[src/rtl/mips_pkg.sv]
// Shared fetch-stage types and constants.
// Imported by the fetch unit and its skid buffer.
package mips_pkg;

  localparam int INSTR_W = 32;
  localparam logic [31:0] PC_INC = 32'd4;
  localparam logic [INSTR_W-1:0] NOP_INSTR = '0;

  typedef enum logic [1:0] {
    S_REQ,
    S_WAIT,
    S_DROP
  } fetch_state_e;

  typedef struct packed {
    logic [INSTR_W-1:0] instr;
    logic [31:0]        pc;
  } fetch_pkt_t;

  function automatic logic [31:0] word_align(
    input logic [31:0] a
  );
    return {a[31:2], 2'b00};
  endfunction

endpackage

[src/rtl/fetch_skid_buf.sv]
// One-entry {instr, pc} holding buffer that absorbs a
// response arriving while IF/ID is stalled.
module fetch_skid_buf
  import mips_pkg::*;
(
  input  logic       clk,
  input  logic       rst_n,
  input  logic       load,
  input  logic       unload,
  input  logic       flush,
  input  fetch_pkt_t d,
  output fetch_pkt_t q,
  output logic       valid
);

  fetch_pkt_t pkt_q, pkt_d;
  logic       valid_q, valid_d;

  always_comb begin
    pkt_d   = pkt_q;
    valid_d = valid_q;
    if (flush) begin
      valid_d = 1'b0;
    end else if (load) begin
      valid_d = 1'b1;
      pkt_d   = d;
    end else if (unload) begin
      valid_d = 1'b0;
    end
  end

  always_ff @(posedge clk or negedge rst_n) begin
    if (!rst_n) begin
      pkt_q   <= '0;
      valid_q <= 1'b0;
    end else begin
      pkt_q   <= pkt_d;
      valid_q <= valid_d;
    end
  end

  assign q     = pkt_q;
  assign valid = valid_q;

endmodule

[src/rtl/if_fetch_unit.sv]
// Fetch stage: PC, single-outstanding imem request FSM,
// IF/ID-facing output register with redirect squash.
module if_fetch_unit
  import mips_pkg::*;
#(
  parameter logic [31:0] RESET_PC = 32'h0000_0000
) (
  input  logic               clk,
  input  logic               reset,
  input  logic               StallF,
  input  logic               redirect_valid,
  input  logic [31:0]        redirect_target,
  output logic               imem_req,
  output logic [31:0]        imem_addr,
  input  logic               imem_rvalid,
  input  logic [INSTR_W-1:0] imem_rdata,
  output logic [INSTR_W-1:0] instruction,
  output logic [31:0]        next_PC,
  output logic [31:0]        fetch_PC,
  output logic               if_valid
);

  fetch_state_e state_q, state_d;

  logic [31:0]        pc_q, pc_d;
  logic [31:0]        req_pc_q, req_pc_d;
  logic [INSTR_W-1:0] instr_q, instr_d;
  logic [31:0]        fpc_q, fpc_d;
  logic               valid_q, valid_d;

  logic       resp, issue, advance, hold;
  logic       skid_valid, skid_load;
  logic       skid_unload, skid_flush;
  fetch_pkt_t skid_q, resp_pkt;

  assign resp    = (state_q == S_WAIT) & imem_rvalid;
  assign issue   = (state_q == S_REQ) & ~skid_valid &
                   ~redirect_valid;
  assign advance = ~redirect_valid & ~StallF;
  assign hold    = ~redirect_valid & StallF;
  assign resp_pkt = '{instr: imem_rdata, pc: req_pc_q};

  always_ff @(posedge clk or negedge reset) begin
    if (!reset) state_q <= S_REQ;
    else        state_q <= state_d;
  end

  // A squash with data still in flight must eat it first.
  always_comb begin
    state_d = state_q;
    if (redirect_valid) begin
      if (state_q != S_REQ && !imem_rvalid)
        state_d = S_DROP;
      else
        state_d = S_REQ;
    end else begin
      unique case (state_q)
        S_REQ:   if (issue)       state_d = S_WAIT;
        S_WAIT:  if (imem_rvalid) state_d = S_REQ;
        S_DROP:  if (imem_rvalid) state_d = S_REQ;
        default:                  state_d = S_REQ;
      endcase
    end
  end

  always_comb begin
    imem_req  = reset & issue;
    imem_addr = pc_q;
  end

  always_comb begin
    pc_d     = pc_q;
    req_pc_d = req_pc_q;
    if (redirect_valid) begin
      pc_d = word_align(redirect_target);
    end else if (issue) begin
      req_pc_d = pc_q;
      pc_d     = pc_q + PC_INC;
    end
  end

  always_comb begin
    instr_d     = instr_q;
    fpc_d       = fpc_q;
    valid_d     = valid_q;
    skid_load   = 1'b0;
    skid_unload = 1'b0;
    skid_flush  = 1'b0;
    unique case (1'b1)
      redirect_valid: begin
        valid_d    = 1'b0;
        skid_flush = 1'b1;
      end
      hold: skid_load = resp;
      advance & skid_valid: begin
        instr_d     = skid_q.instr;
        fpc_d       = skid_q.pc;
        valid_d     = 1'b1;
        skid_unload = 1'b1;
      end
      advance & ~skid_valid & resp: begin
        instr_d = imem_rdata;
        fpc_d   = req_pc_q;
        valid_d = 1'b1;
      end
      default: valid_d = 1'b0;
    endcase
  end

  always_ff @(posedge clk or negedge reset) begin
    if (!reset) begin
      pc_q     <= RESET_PC;
      req_pc_q <= '0;
      instr_q  <= NOP_INSTR;
      fpc_q    <= '0;
      valid_q  <= 1'b0;
    end else begin
      pc_q     <= pc_d;
      req_pc_q <= req_pc_d;
      instr_q  <= instr_d;
      fpc_q    <= fpc_d;
      valid_q  <= valid_d;
    end
  end

  fetch_skid_buf u_skid (
    .clk    (clk),
    .rst_n  (reset),
    .load   (skid_load),
    .unload (skid_unload),
    .flush  (skid_flush),
    .d      (resp_pkt),
    .q      (skid_q),
    .valid  (skid_valid)
  );

  assign instruction = instr_q;
  assign fetch_PC    = fpc_q;
  assign if_valid    = valid_q;
  assign next_PC     = fpc_q + PC_INC;

endmodule

[config.mk]
export PLATFORM = sky130hd
export DESIGN_NAME = if_fetch_unit
export DESIGN_NICKNAME = d
export VERILOG_FILES = /design/src/rtl/mips_pkg.sv /design/src/rtl/fetch_skid_buf.sv /design/src/rtl/if_fetch_unit.sv
export SDC_FILE = /design/constraint.sdc
export NUM_CORES = 1
export LEC_CHECK = 0
export CAP_MARGIN = 10
export CORE_MARGIN = 3
export CORE_UTILIZATION = 55
export DETAILED_ROUTE_END_ITERATION = 8
export HOLD_SLACK_MARGIN = 0.05
export PLACE_DENSITY = 0.83
export SLEW_MARGIN = 0
export SYNTH_ARGS = -nofsm -noshare
export SYNTH_HDL_FRONTEND = slang
export SYNTH_SLANG_ARGS = --single-unit
[constraint.sdc]
create_clock -name clk -period 3.5 [get_ports clk]
set_input_delay 0.525 -clock clk [delete_from_list [all_inputs] [get_ports clk]]
set_output_delay 0.525 -clock clk [all_outputs]
set_load 0.1 [all_outputs]
=== Word-level counts from Yosys, hierarchy flattened ===
Cells that the tools add are included.
Widths: inputs -> output; s select.

* Register bits: 196
* Bits in latches: 0
* Memory bits (writable): 0
* ROM bits: 0
* Input port bits: 69
* Output and inout port bits: 130
* Memories: 0

* Add/subtract/negate cells: 2
* Multiply operators: 0
* Div/mod/pow operators: 0
* Magnitude comparators: 0
* Equality and inequality tests: 4
* Shifts and indexed selects: 0
* Mux-type cells: 16
* Bitwise logic cells: 13
* Reductions and logical operators: 12

{| class="wikitable"
|+ Operators by type and width
! kind !! number
|-
| $pmux 32 s2 || 2
|-
| $add 32x3->32 const B || 2
|-
| $mux 32 || 2
|-
| $and 1x1->1 || 9
|-
| $mux 2 || 4
|-
| $mux 1 || 6
|-
| $reduce_and 2->1 || 3
|-
| $reduce_bool 2->1 || 3
|-
| $not 1->1 || 4
|-
| $pmux 2 s2 || 1
|-
| $reduce_or 2->1 || 2
|-
| $ne 3x1->1 const B || 1
|-
| $ne 3x3->1 const B || 1
|-
| $reduce_bool 3->1 || 1
|-
| $eq 2x1->1 const B || 1
|-
| $eq 2x2->1 const B || 1
|-
| $logic_not 2->1 || 1
|-
| $pmux 1 s2 || 1
|-
| $logic_and 1x1->1 || 1
|-
| $logic_not 1->1 || 1
|}

=== Depth between registers and ports, before layout ===
Gate-level depths: netlist (run 1).

* Depth in word-level cells: 7
* Gate-level depth with buffers: 8
* Depth with buffers taken out: 6

=== Cells and area by module ===
A second synthesis (run 1) with hierarchy kept.

* Cells, all modules: 727
* Area, all modules: 8,956.1 um^2

{| class="wikitable"
|+ Modules (own cells, without submodules)
! module !! instances !! cells each !! area an instance (um^2) !! sequential area each (um^2)
|-
| if_fetch_unit || 1 || 587 || 6,214.7 || 3,178.0
|-
| fetch_skid_buf || 1 || 140 || 2,741.4 || 1,626.6
|}

=== Worst setup path before layout (run 1) ===
Ideal clock, no wire load.

* Kind: register to output
* From: register fpc_q[7] (netlist: fetch_PC[7])
* To: output port next_PC[27]
* Arrival time: 3.765 ns
* Required time: 2.975 ns
* Path slack: -0.790 ns
* Stages on the path, launching flop included: 5
* Path buffers: 0
* Path through: dfrtp_1 -> nand4_1 -> nor4_1 -> nand4_1 -> xnor2_1

* Cells in the longest elaborated chain, start to end: 1

{| class="wikitable"
|+ RTL lines
! item !! RTL line !! source
|-
| start: declaration || if_fetch_unit.sv:28 || <nowiki>logic [31:0] fpc_q, fpc_d;</nowiki>
|-
| start signal: assignment || if_fetch_unit.sv:121 || <nowiki>fpc_q <= fpc_d;</nowiki>
|-
| $add 32x3->32 || if_fetch_unit.sv:140 || <nowiki>assign next_PC = fpc_q + PC_INC;</nowiki>
|-
| end: declaration || if_fetch_unit.sv:18 || <nowiki>output logic [31:0] next_PC,</nowiki>
|}

No other way between the ends.

=== Worst setup path in the final report (run 1) ===
* From: register fpc_q[2] (netlist: fetch_PC[2])
* To: output port next_PC[30]

Same word-level chain as after synthesis.

==> results of run 1 <==
==> worst max-delay path by stage <==
stage                 start  slack [ns]     endpoint
2_1_floorplan  fetch_PC[17]       -0.24  next_PC[27]
3_3_place_gp    fetch_PC[2]        1.04  next_PC[30]
3_5_place_dp    fetch_PC[2]        0.97  next_PC[30]
4_1_cts         fetch_PC[2]        0.52  next_PC[30]
5_1_grt         fetch_PC[2]        0.39  next_PC[30]
6_report        fetch_PC[2]        0.60  next_PC[30]
==> registers in the layout (all words and copies together) (netlist names) <==
| signal | cells |
|---|---|
| req_pc_q | 30 |
| state_q | 2 |
| instruction | 32 |
| fetch_PC | 30 |
| imem_addr | 30 |
| u_skid.valid | 1 |
| if_valid | 1 |
| u_skid.q | 62 |
==> kinds of logic after synthesis <==
| logic type | after synthesis | synth area share |
|---|---|---|
| AO/OA/AOI/OAI | 109 | 0.0694 |
| XOR/XNOR | 39 | 0.0389 |
| adder cells (fa/ha/maj) | 4 | 0.00570 |
| buffers and inverters | 62 | 0.0315 |
| flip-flops | 188 | 0.536 |
| multiplexers | 155 | 0.190 |
| other | 1 | 0.000427 |
| AND/OR/NAND/NOR | 225 | 0.128 |
==> critical path, stage by stage, from the launching register on <==
cell     delay (ns)
dfrtp_1        0.43
ha_1           0.26
nand4_1        0.19
nor3_1         0.41
nand3_1        0.26
xnor2_4        0.22
buf_12         0.19
==> cells in the mapped netlist, types with 2 or more instances <==
cell / n
nand2_1: 36
and3_1: 10
a21oi_1: 64
dfrtp_1: 188
buf_1: 7
xnor2_1: 30
and4_1: 2
mux2i_1: 63
nand4_1: 20
buf_2: 8
or4_1: 15
mux2_2: 92
nor4_1: 5
clkbuf_1: 28
ha_1: 4
o31ai_1: 7
or3_1: 8
xor2_1: 9
buf_4: 7
o21ai_0: 17
o211ai_1: 5
nor2_1: 80
nand2b_1: 2
a31oi_1: 11
inv_1: 11
nand3_1: 27
nor2b_1: 5
nor3_1: 9
==> stage by stage <==
stage	TNS, ns	hold WS [ns]	instances
3_5_place_dp	0	0.486	1150
3_3_place_gp	0	0.465	1150
6_report	0	0.0531	1179
5_1_grt	0	0.0713	1179
2_1_floorplan	-0.360	0.229	788
4_1_cts	0	0.0584	1179
==> layer usage <==
layer | up-vias | global-route usage
met5 | - | 0
met4 | 0 | 0.0652
met3 | 26 | 0.0481
met2 | 210 | 0.385
met1 | 3224 | 0.330
li1 | 3138 | -
==> area by class of cell <==
class / instances / area, um^2 / share of cell area
clock inverters: 7 / 118 / 0.00989
inverters: 11 / 41.3 / 0.00347
well taps: 211 / 264 / 0.0222
flip-flops and latches: 188 / 4700 / 0.395
clock buffers: 22 / 454 / 0.0382
repair buffers: 202 / 2200 / 0.185
multi-input cells: 538 / 4120 / 0.346
==> out/metrics.csv, run 1 <==
metric,value,unit
finalWirelength,20.2,mm
insertion_delay,0.42,ns
yosysTopAreaCell,dfrtp_1,
synthFlopType,dfrtp_1,
clk_pin_slew,0.06,ns
grt_pass1_wl,33.9,mm
finalSetupViolations,0,
die_area,17500,um^2
num_vias,6598,
fillerInstances,995,
relSlewSlack,0.306,
dp_hpwl,14.0,mm
layout_commonest_cell,dfrtp_1,
via_per_inst,5.60,
cp.required,2.97,ns
start_kind,flop,
clock-sinks,188,
fin_worst_skew,0.00718,ns
drv_cap,0,
grt_overflow_total,0,
drive_gt1_frac,0.200,
start_util,0.569,
syn-cell-area,8780,um^2
cts_resized,0,
grt_use_total,0.238,
drtPass1Iterations,4,
fin_nets,1031,
die_x,132,um
hold_path.class,input pin to async pin,
rr_startpoint,state_q[1],
dp_slack,0.971,ns
rrSetupSlack,0.97,ns
placed_cell_area,11300,um^2
worstMarginPinSlew,1.04,ns
numCtsBuffers,17,
yosysSeqAreaShare,0.536,
critical_path_arrival,2.38,ns
globalplace.congestion,0.841,
postRouteAntennaNets,0,
wl_per_cell,17.2,um
cts_htree_levels,4,
endpoint_kind,output pin,
topRoutingLayerUsed,met4,
synth_seq_cells,188,
reg2reg_depth,6,
path_max_fanout,6,
ys.warnings.count,0,
post_cts_buffers,0,
fmax,344,MHz
hold_viol,0,
drt_iter0_drc,578,
period_share,0.830,
wl_met3,1.28,mm
run_status,"finished, final reports clean",
cts_max_path_buffers,2,
die_y,132,um
yosysTopAreaCellShare,0.536,
pin_count,199,
met1_length,8.81,mm
synth_edf_count,0,
grt_setup_unrepaired,false,
final_core_util,0.771,
synthArstFlopShare,1.00,
ys_types,41,
finalCriticalPeriod,2.90,ns
antennaDiodeCount,0,
drc,0,
met2_length,9.84,mm
final_cell_mix,"188 x dfrtp_1, 155 x clkdlybuf4s50_1, 92 x mux2_2",
syn_inst,783,
grt_max_degree,140,
antenna_found_initial,0,
synth_top_cells_by_area,"dfrtp_1 54%, mux2_2 12%, mux2i_1 7.2%",
layout_setup_ws,0.596,ns
area_growth,35.6,%
critPathKind,flop to output pin,
r2r-end,imem_addr[29],
drv_slew,0,
coreArea,15400,um^2
grt_pass1_vias,6474,
holdBufCountCts,0,
root_buffer,clkbuf_16,
numPortBuffers,190,
rows,45,
syn_area_per_cell,11.2,um^2
cts_tree,yes,
final_area,11900,um^2
Power of run 1 is left out: the tool's default activity adds up to more than one toggle a clock period on the data nets, which glitch-free logic cannot reach.
==> inputs of run 2 (changes only) <==
--- a/config.mk
+++ b/config.mk
@@ -7,10 +7,10 @@
 export LEC_CHECK = 0
 export CAP_MARGIN = 10
 export CORE_MARGIN = 3
-export CORE_UTILIZATION = 55
+export CORE_UTILIZATION = 46
 export DETAILED_ROUTE_END_ITERATION = 8
 export HOLD_SLACK_MARGIN = 0.05
-export PLACE_DENSITY = 0.83
+export PLACE_DENSITY = 0.74
 export SLEW_MARGIN = 0
 export SYNTH_ARGS = -nofsm -noshare
 export SYNTH_HDL_FRONTEND = slang
==> constraint.sdc (replaced) <==
create_clock -name clk -period 2.5 [get_ports clk]
set_input_delay 0.375 -clock clk [delete_from_list [all_inputs] [get_ports clk]]
set_output_delay 0.375 -clock clk [all_outputs]
set_load 0.1 [all_outputs]
==> run 2 against run 1 <==
Against the previous run:
- first-iteration DRC count fell by 13%
- sequential share of layout area is 1.3 points lower
- the flow now finishes with violations (negative setup slack)
- cell area is 5.6% higher
- utilization is 8.6 points lower
- register-to-register slack lost 0.74 ns
- via count hardly changed
- die area is 19% higher
- clock skew barely moved
- sequential cell count unchanged
==> out/metrics.csv, run 2 (synthesized netlist as in run 1, its figures left out) <==
metric,value,unit
run_status,finished with violations,
violations,negative setup slack,
insertion_delay,0.43,ns
coreArea,18300,um^2
finalSetupViolations,3,
relSlewSlack,0.582,
cts_htree_levels,4,
antennaDiodeCount,0,
hold_viol,0,
critPathKind,flop to output pin,
pin_count,199,
dp_hpwl,14.8,mm
die_x,144,um
layout_setup_ws,-0.0352,ns
instances_no_fill,1231,
clock-sinks,188,
cts_max_path_buffers,2,
numCtsBuffers,17,
layout_commonest_cell,dfrtp_1,
drv_cap,0,
grt_overflow_total,0,
grt_setup_unrepaired,true,
die_y,144,um
globalplace.congestion,0.848,
grt_pass1_vias,6546,
fillerInstances,1353,
start_util,0.479,
grt_pass1_wl,34.1,mm
largest_register_ffs,62,
fin_worst_skew,0.00722,ns
num_vias,6604,
numPortBuffers,190,
placed_cell_area,11700,um^2
finalWirelength,21.0,mm
postRouteAntennaNets,0,
period_share,1.01,
fin_nets,1062,
grt_use_total,0.208,
fmax,394,MHz
dp_slack,0.211,ns
final_area,12600,um^2
placed_cells,1177,
root_buffer,clkbuf_16,
wl_per_cell,17.1,um
drt_iter0_drc,503,
antenna_found_initial,0,
rrSetupSlack,0.23,ns
die_area,20800,um^2
cp.required,2.12,ns
drtPass1Iterations,4,
hold_path.class,input pin to async pin,
finalCriticalPeriod,2.54,ns
final_cell_mix,"149 x dfrtp_1, 128 x buf_4, 92 x mux2_2",
area_growth,43.1,%
cts_tree,yes,
via_per_inst,5.36,
worstMarginPinSlew,0.627,ns
start_kind,flop,
endpoint_kind,output pin,
drive_gt1_frac,0.377,
clk_pin_slew,0.07,ns
grt_max_degree,105,
rows,49,
path_max_fanout,5,
drv_slew,0,
critical_path_arrival,2.16,ns
drc,0,
-- run 2: cell types whose count changed in the layout (fill, tap and decap cells not counted), sizes merged --
| cell | previous run | this run |
|---|---|---|
| clkinv | 4 | 2 |
| dlygate4sd3 | 0 | 1 |
| bufinv | 3 | 4 |
| clkinvlp | 0 | 2 |
| clkbuf | 23 | 20 |
| clkdlybuf4s50 | 155 | 65 |
| buf | 46 | 166 |
| inv | 11 | 16 |
-- run 2: worst paths after layout --
check	start	depth (start not counted)	to
worst min-delay path	reset	2	state_q[1]
max in group asynchronous	reset	3	fetch_PC[4]
worst min register to register	if_valid	1	if_valid
worst max-delay path	fetch_PC[21]	6	next_PC[29]
worst max register to register	state_q[1]	6	imem_addr[29]
min in group clk	if_valid	1	if_valid
-- run 2: through the flow --
step,hold WS [ns],TNS [ns],utilization
after floorplan,0.0794,-0.951,-
after global placement,0.306,0,0.636
after detailed placement,0.305,0,0.636
after CTS,0.406,-0.105,0.682
after global routing,0.430,-1.38,0.685
final,0.410,-0.0401,0.685
-- run 2: layout make-up --
type / count / area (um^2) / share of cell area
inverters: 11 / 41.3 / 0.00329
clock inverters: 13 / 201 / 0.0160
flip-flops and latches: 188 / 4810 / 0.383
repair buffers: 233 / 2360 / 0.188
multi-input cells: 538 / 4400 / 0.351
well taps: 229 / 287 / 0.0228
clock buffers: 19 / 453 / 0.0361
-- run 2: repair_timing --
action                                 4_1_cts  5_1_grt
buffers inserted                            17        3
setup endpoints to repair                   18       20
hold buffers                                 1        0
gates resized for setup                      9        6
gates cloned                                 0        1
endpoints found under the hold margin       34        0
pin swaps                                   23       11
-- run 2: layer usage --
layer,global-route usage,share of wire
met3,0.0489,0.056
met5,0,0
met1,0.283,0.45
met2,0.332,0.48
met4,0.0674,0.019
-- run 2: worst max-delay path, cell delays in order, from the launching register on --
cell and delay, ns:
dfrtp_4 0.41, nand4_1 0.18, nor4_4 0.34, buf_6 0.15
nand4_1 0.22, xnor2_4 0.24, buf_12 0.19
Power of run 2 is left out for the same reason.
